===== config.mk =====
export PLATFORM = sky130hd
export DESIGN_NAME = keypad_scanner
export DESIGN_NICKNAME = d
export VERILOG_FILES = /design/src/rtl/kbd_pkg.sv /design/src/rtl/key_prio_enc.sv /design/src/rtl/keypad_scanner.sv
export SDC_FILE = /design/constraint.sdc
export NUM_CORES = 1
export LEC_CHECK = 0
export BUFFER_PORTS_ARGS = -buffer_cell sky130_fd_sc_hd__buf_2
export CAP_MARGIN = 20
export CORE_MARGIN = 1
export CORE_UTILIZATION = 50
export DETAILED_ROUTE_END_ITERATION = 8
export PLACE_DENSITY_LB_ADDON = 0.25
export SYNTH_ARGS = -nofsm -noshare
export SYNTH_HDL_FRONTEND = slang
export SYNTH_SLANG_ARGS = --single-unit

===== constraint.sdc =====
create_clock -name clk -period 3.6 [get_ports clk]
set_clock_uncertainty 0.05 [all_clocks]
set_input_delay 0.36 -clock clk [delete_from_list [all_inputs] [get_ports clk]]
set_output_delay 0.36 -clock clk [all_outputs]
set_load 0.005 [all_outputs]

===== src/rtl/kbd_pkg.sv =====
// Shared keypad geometry, index types and the column drive helper.
package kbd_pkg;

    localparam int NUM_COL = 4;
    localparam int NUM_ROW = 4;
    localparam int NUM_KEY = NUM_COL * NUM_ROW;

    typedef logic [3:0] key_idx_t;
    typedef logic [1:0] col_idx_t;

    // Active-low one-cold drive pattern for the selected column.
    function automatic logic [NUM_COL-1:0] col_drive(input col_idx_t col);
        logic [NUM_COL-1:0] one_hot;
        one_hot = {{(NUM_COL-1){1'b0}}, 1'b1} << col;
        return ~one_hot;
    endfunction

endpackage


===== src/rtl/key_prio_enc.sv =====
// Lowest-set-bit selector: picks the smallest pending key index.
module key_prio_enc
    import kbd_pkg::*;
(
    input  logic [NUM_KEY-1:0] req,
    output key_idx_t           idx,
    output logic               any
);

    // Walk from the top bit down so the lowest set bit is the last to win.
    always_comb begin
        idx = '0;
        for (int i = NUM_KEY - 1; i >= 0; i--) begin
            if (req[i]) begin
                idx = key_idx_t'(i);
            end
        end
    end

    assign any = |req;

endmodule


===== src/rtl/keypad_scanner.sv =====
// 4x4 matrix keypad scanner: column drive, row sampling, sweep-level
// debounce and one-strobe-per-new-press event generation.
module keypad_scanner
    import kbd_pkg::*;
#(
    parameter int SCAN_DIV     = 4,
    parameter int DEBOUNCE_CNT = 3
) (
    input  logic        clk,
    input  logic        resetn,
    output logic [3:0]  key_col,
    input  logic [3:0]  key_row,
    output logic [15:0] key_state,
    output logic        key_valid,
    output logic [3:0]  key_code,
    output logic        key_down
);

    localparam logic [15:0] DIV_LAST = 16'(SCAN_DIV - 1);
    localparam logic [7:0]  DEB_MAX  = 8'(DEBOUNCE_CNT);

    logic [NUM_ROW-1:0] sync1_reg;
    logic [NUM_ROW-1:0] sync2_reg;
    col_idx_t           col_reg;
    col_idx_t           col_next;
    logic [15:0]        div_reg;
    logic [15:0]        div_next;
    logic [NUM_KEY-1:0] snap_reg;
    logic [NUM_KEY-1:0] snap_full;
    logic [NUM_KEY-1:0] prev_snap_reg;
    logic [NUM_KEY-1:0] prev_snap_next;
    logic [7:0]         stable_reg;
    logic [7:0]         stable_next;
    logic [NUM_KEY-1:0] key_state_reg;
    logic [NUM_KEY-1:0] key_state_next;
    logic [NUM_KEY-1:0] pending_reg;
    logic [NUM_KEY-1:0] pending_next;
    logic [NUM_KEY-1:0] new_mask;
    logic [NUM_KEY-1:0] emit_bit;
    logic               key_valid_reg;
    logic               key_valid_next;
    key_idx_t           key_code_reg;
    key_idx_t           key_code_next;
    logic               col_last;
    logic               sweep_end;
    logic               load;
    key_idx_t           emit_idx;
    logic               emit_any;

    assign col_last  = (div_reg == DIV_LAST);
    assign sweep_end = col_last && (col_reg == col_idx_t'(NUM_COL - 1));

    // Snapshot with the current column's rows merged in on its last cycle;
    // at sweep end this is the completed snapshot for the whole matrix.
    generate
        for (genvar gi = 0; gi < NUM_COL; gi++) begin : g_snap
            assign snap_full[gi*NUM_ROW +: NUM_ROW] =
                (col_last && (col_reg == col_idx_t'(gi))) ? ~sync2_reg
                                                          : snap_reg[gi*NUM_ROW +: NUM_ROW];
        end
    endgenerate

    key_prio_enc u_prio (
        .req (pending_reg),
        .idx (emit_idx),
        .any (emit_any)
    );

    // Next-state logic: column timing, debounce counter, state load, event queue.
    always_comb begin
        div_next       = col_last ? 16'd0 : div_reg + 16'd1;
        col_next       = col_last ? col_reg + 2'd1 : col_reg;
        prev_snap_next = prev_snap_reg;
        stable_next    = stable_reg;
        load           = 1'b0;
        if (sweep_end) begin
            prev_snap_next = snap_full;
            if (snap_full == prev_snap_reg) begin
                stable_next = (stable_reg == DEB_MAX) ? stable_reg : stable_reg + 8'd1;
            end else begin
                stable_next = 8'd0;
            end
            // Load only on the transition into the stable condition.
            load = (stable_next == DEB_MAX) && (stable_reg != DEB_MAX);
        end
        new_mask       = load ? (snap_full & ~key_state_reg) : '0;
        key_state_next = load ? snap_full : key_state_reg;
        emit_bit       = '0;
        if (emit_any) begin
            emit_bit[emit_idx] = 1'b1;
        end
        // Emitted bit retires and fresh presses join on the same edge.
        pending_next   = (pending_reg & ~emit_bit) | new_mask;
        key_valid_next = emit_any;
        key_code_next  = emit_any ? emit_idx : '0;
    end

    // State registers with synchronous active-low reset.
    always_ff @(posedge clk) begin
        if (!resetn) begin
            sync1_reg     <= 4'hF;
            sync2_reg     <= 4'hF;
            col_reg       <= '0;
            div_reg       <= '0;
            snap_reg      <= '0;
            prev_snap_reg <= '0;
            stable_reg    <= '0;
            key_state_reg <= '0;
            pending_reg   <= '0;
            key_valid_reg <= 1'b0;
            key_code_reg  <= '0;
        end else begin
            sync1_reg     <= key_row;
            sync2_reg     <= sync1_reg;
            col_reg       <= col_next;
            div_reg       <= div_next;
            snap_reg      <= snap_full;
            prev_snap_reg <= prev_snap_next;
            stable_reg    <= stable_next;
            key_state_reg <= key_state_next;
            pending_reg   <= pending_next;
            key_valid_reg <= key_valid_next;
            key_code_reg  <= key_code_next;
        end
    end

    assign key_col   = col_drive(col_reg);
    assign key_state = key_state_reg;
    assign key_valid = key_valid_reg;
    assign key_code  = key_code_reg;
    assign key_down  = |key_state_reg;

endmodule


Word level (Yosys, flattened, before mapping). Index checks and enable logic that the tools add are counted. W data, S select, Z words.

Register bits: 103. Input bits: 6. Output and inout port bits: 26. Word-level logic and storage cells: 72.

Add/subtract/negate cells: 3. Magnitude comparators: 2. Equality and inequality tests: 8. Shift operators: 1. Multiplexer cells: 28. Bitwise gates (word level): 8. Reduce and logical (&&, ||, !) cells: 11.

Operator list (number): $mux W4 (20); $and A16 B16 Y16 (2); $mux W16 (2); $not A16 Y16 (2); $reduce_or A16 Y1 (2); $mux W8 (3); $add A16 B1 Y16 const B (1); $eq A16 B16 Y1 (1); $eq A16 B2 Y1 const B (1); $eq A8 B2 Y1 const B (2); $or A16 B16 Y16 (1); $add A8 B1 Y8 const B (1); $ne A8 B2 Y1 const B (1); $not A4 Y4 (2); $logic_and A1 B1 Y1 (6); $lt A4 B5 Y1 const B (1); $demux W1 S4 (1); $eq A2 B2 Y1 const B (2); $ge A4 B1 Y1 const B (1); $shl A1 B2 Y4 const A (1); $add A2 B1 Y2 const B (1); $eq A2 B1 Y1 const B (1); $logic_not A2 Y1 (1); $mux W1 (2); 3 further kinds (3).

Depth between registers and ports, before layout.
Depth in word-level cells: 24. Gate-level depth with buffers: 13. Gate-level depth less buffers: 10.

Cells and area by module. From an unflattened synthesis, not the netlist that was laid out.

Cell total of the unflattened synthesis: 583. Area, all modules: 5002.3 sq um.

Modules (own cells, without submodules): keypad_scanner (times used 1, cells each 549, area an instance 4825.9 sq um, seq. area each 2062.0 sq um); key_prio_enc (times used 1, cells each 34, area an instance 176.4 sq um, seq. area each 0.0 sq um).

Worst setup path before layout. Ideal clock, no wire load.

Kind: reg2reg. Start: register div_reg[0]. End: register pending_reg[2]. Setup time: 0.070 ns. Arrival time: 2.964 ns. Data required time: 3.480 ns. Path slack: 0.516 ns. Cell stages (with the launch flop): 11. Path buffers: 1. Clock period less this slack: 3.084 ns. Cell sequence: dfxtp_1 ha_1 or4b_4 nor4_2 nand2_1 mux2i_1 nor4_2 nand4_1 buf_2 or3b_1 a21oi_1.

Longest elaborated chain between the ends: 11. Elaborated cells on any way between the ends: 18. Those cells by class: eq/ne (3); mux (8); bitwise (2); reduce/logical (5).

RTL lines: from (decl) (RTL line keypad_scanner.sv:26) `logic [15:0] div_reg;`; from (signal assigned) (RTL line keypad_scanner.sv:116) `div_reg <= div_next;`; $eq A16 B2 Y1 (*) (RTL line keypad_scanner.sv:50) `assign col_last = (div_reg == DIV_LAST);`; $logic_and A1 B1 Y1 (on tied branches) (RTL line keypad_scanner.sv:58, keypad_scanner.sv:51); $mux W4 (RTL line keypad_scanner.sv:58) `(col_last && (col_reg == col_idx_t'(gi))) ? ~sync2_reg`; $eq A16 B16 Y1 (RTL line keypad_scanner.sv:78) `if (snap_full == prev_snap_reg) begin`; $mux W8 (RTL line keypad_scanner.sv:78); $mux W8 (RTL line keypad_scanner.sv:76) `if (sweep_end) begin`; $eq A8 B2 Y1 (RTL line keypad_scanner.sv:84) `load = (stable_next == DEB_MAX) && (stable_reg != DEB_MAX);`; $logic_and A1 B1 Y1 (RTL line keypad_scanner.sv:84); $mux W1 (RTL line keypad_scanner.sv:76); $mux W16 (*) (RTL line keypad_scanner.sv:86) `new_mask = load ? (snap_full & ~key_state_reg) : '0;`; $or A16 B16 Y16 (*) (RTL line keypad_scanner.sv:93) `pending_next = (pending_reg & ~emit_bit) | new_mask;`; to (signal assigned) (RTL line keypad_scanner.sv:121) `pending_reg <= pending_next;`; to (decl) (RTL line keypad_scanner.sv:36) `logic [NUM_KEY-1:0] pending_reg;`.

Mark *: on every way between the ends. The rest lies on a longest branch, timed or not. The select of a mux whose other input is x is not followed. A chain may end at the register's enable or synchronous reset.

Worst setup path after layout. Same ends and word-level chain as after synthesis.

==> results.md <==
* GR Overflow Total at 0
* Clock power share at a little under two fifths
* CP max FO at 30
* Worst Max-Slew Pin Slew at 0.831 ns
* Startpoint Class: register
* Routed len/inst at about 16 um
* Ys Warns at 0
* Tmin final at roughly 3.4 ns
* CTS buffer count at 9
* Peak supply drop at 0.276 mV
* P&R area growth vs syn at 9.83%
* Reg-to-reg startpoint: div_reg[0]
* WS Path Type: register to register
* Skew-Pair Late Insertion Delay at 0.36 ns
* Slew headroom at about 45%
* DR vias/cell at roughly 5.8
* CTS tree: built
* Overall Power at between 2 and 2.5 mW
* WP data required at about 3.8 ns
* Fillers at 893
* Clk slew on worst S/H paths at 0.10 ns
* RD Place Congestion at 0.956
* Post-route core utilization at a little under three fifths
* Nets at between 600 and 700
* Worst setup margin at ~0.22 ns
* Area occupied by multi-input gates at 2580 um2
* Design Area, Final at ~5400 um2
* Main synth FF type: dfxtp_1
* Synthesized net count at around 600
* HPWL Detailed at ~8.7 mm
* Root Driver: clkbuf_8
* Post-synth ARST share at 0%
* H-Tree Depth at 3
* Syn avg cell area at 8.30 um2
* Initial core utilization at between 50 and 60%
* Switching part of the total power at 24.0%
* Pwr Density at about 370 nW/um2
* Total length of routed wires at between 10 and 15 mm
* Placed insts at 731
* Most frequent cells in the layout: dfxtp_1, nand2_1, nor2_1
* Site row count at 35
* Setup Fix Bufs, Post-CTS at 0
* Critical Path AT at between 3 and 4 ns
* Tightest Hold Check Type: input pin to register
* Leak at approximately 2.2 nW
* FMAX at 295 MHz
* Die X at slightly above 100 um
* Crit path launch: div_reg[0]
* Initial antenna violation count at 0
* Tcrit/Tclk final at between 90% and 100%
* Endpoints failing setup at 0
* Ant diodes at 0
* Die ar. at slightly above 10000 um2
* Post-synth EDFFs at 0
* Antenna-violating nets left at 0
* Yosys cell types at 55
* Outcome: finished, final reports clean
* Drt initial violations at approximately 330
* Die Ht at just over 100 um
* Psw at a little under 0.5 mW
* Setup TNS at 0 ns
* Port bufs at 31
* Reg power frac at around 58%
* Flops & latches, synth at approximately 100
* RSZ-0062 raised after global routing: no
* Commonest non-fill, non-tap cell in the layout: dfxtp_1
* Setup crit end kind: register
* First-pass DRT Iterations at 8
* IO Pins at 32
* Share of cells above drive strength 1 at roughly 11%
* Worst Hold Slack at roughly 0.12 ns
* DR vias at about 4300
* Placement-stage cell area at ~5200 um2
* Synth Instances at between 500 and 600
* Clock Path Buffers at 2
* Combinational power share at roughly 4.4%
* Gr usage total at roughly 25%
* Vias in the first global route at 4022
* Max Cap Viol at 0
* Pins Over Slew Limit at 0
* Hold Fails Final Rpt at 0
* Largest net degree at the start of global routing at 45
* First-pass GRT wire length at around 20 mm
* Min-delay src: key_row[1]
* Core ar. at ~9400 um2
* Drt drc at 0
* Post-place setup slack at around 0.23 ns
* CTS sink count at ~100
* Cell Area, Synth at between 4000 and 5000 um2
* Internal at 1.54 mW
* Sequential Area at 2060 um2
* Post-synthesis sequential area ratio at 42.0%
* Non-filler cells, final at 747
power groups by stage:
stage	combinational, mW	sequential [mW]	clock [mW]
2_1_floorplan	0.0689	1.18	0
3_3_place_gp	0.0855	1.19	0
3_5_place_dp	0.0881	1.19	0
4_1_cts	0.0884	1.16	0.787
5_1_grt	0.0968	1.17	0.837
6_report	0.0892	1.16	0.767
final cells by class:
| class | count | share of cell area (%) |
|---|---|---|
| Timing Repair Buffer | 42 | 4.48 |
| Multi-Input combinational cell | 422 | 47.9 |
| Inverter | 35 | 2.44 |
| Tap cell | 129 | 2.99 |
| Clock inverter | 6 | 1.39 |
| Clock buffer | 10 | 2.55 |
| Sequential cell | 103 | 38.2 |
critical path: stages (launching register included):
cell       delay, ns
dfxtp_1         0.38
ha_1            0.22
or4b_4          0.52
or4_4           0.65
nand2_1         0.12
o21ai_2         0.08
a2111oi_4       0.37
nand4_1         0.16
buf_6           0.22
or3b_1          0.37
a21oi_1         0.15
layer usage:
| layer | wire length (um) | track usage [%] |
|---|---|---|
| met5 | 0 | 0 |
| met4 | 90 | 5.69 |
| met3 | 785 | 4.65 |
| met2 | 5600 | 40.7 |
| met1 | 5680 | 33.4 |
logic make-up (layout without fill, tap and decap cells):
group	Yosys count	after routing	share of synthesized area, %
adder cells (fa/ha/maj)	6	6	1.53
buffers and inverters	67	93	5.40
AO/OA/AOI/OAI	126	126	15.8
AND/OR/NAND/NOR	251	251	27.5
multiplexers	22	22	4.66
XOR/XNOR	17	17	3.03
flip-flops	103	103	42.0
final timing paths:
path              cells past startpoint  slack [ns]             end
setup / recovery                     10        0.22  pending_reg[2]
hold / removal                        2        0.12    sync1_reg[1]
setup reg to reg                     10        0.22  pending_reg[2]
hold reg to reg                       1        0.37    sync2_reg[3]
Yosys cell counts (5+ instances only):
cell type	n	area share, %
and3_1	11	1.4
a21oi_1	41	4.2
nand4_1	7	0.89
nor2_1	42	3.2
inv_1	35	2.7
or3_1	11	1.4
ha_1	6	1.5
mux2i_1	15	3.1
nand3_1	18	1.8
xor2_1	10	1.8
or3b_1	10	1.8
nor3_1	8	0.82
buf_2	5	0.51
a211oi_1	12	1.8
and2_1	11	1.4
nor4b_1	6	1.1
o21ai_0	37	3.8
nand2_1	75	5.7
o31ai_1	8	1.2
clkbuf_1	23	1.8
nand2b_1	15	1.9
dfxtp_1	103	42
nor4_1	15	1.9
xnor2_1	7	1.2
timing repair:
action	CTS	global route
endpoints found under the setup margin	0	12
resized for setup	0	2
hold buffers	0	0
Note: power is estimated with default switching activity, not from simulation.
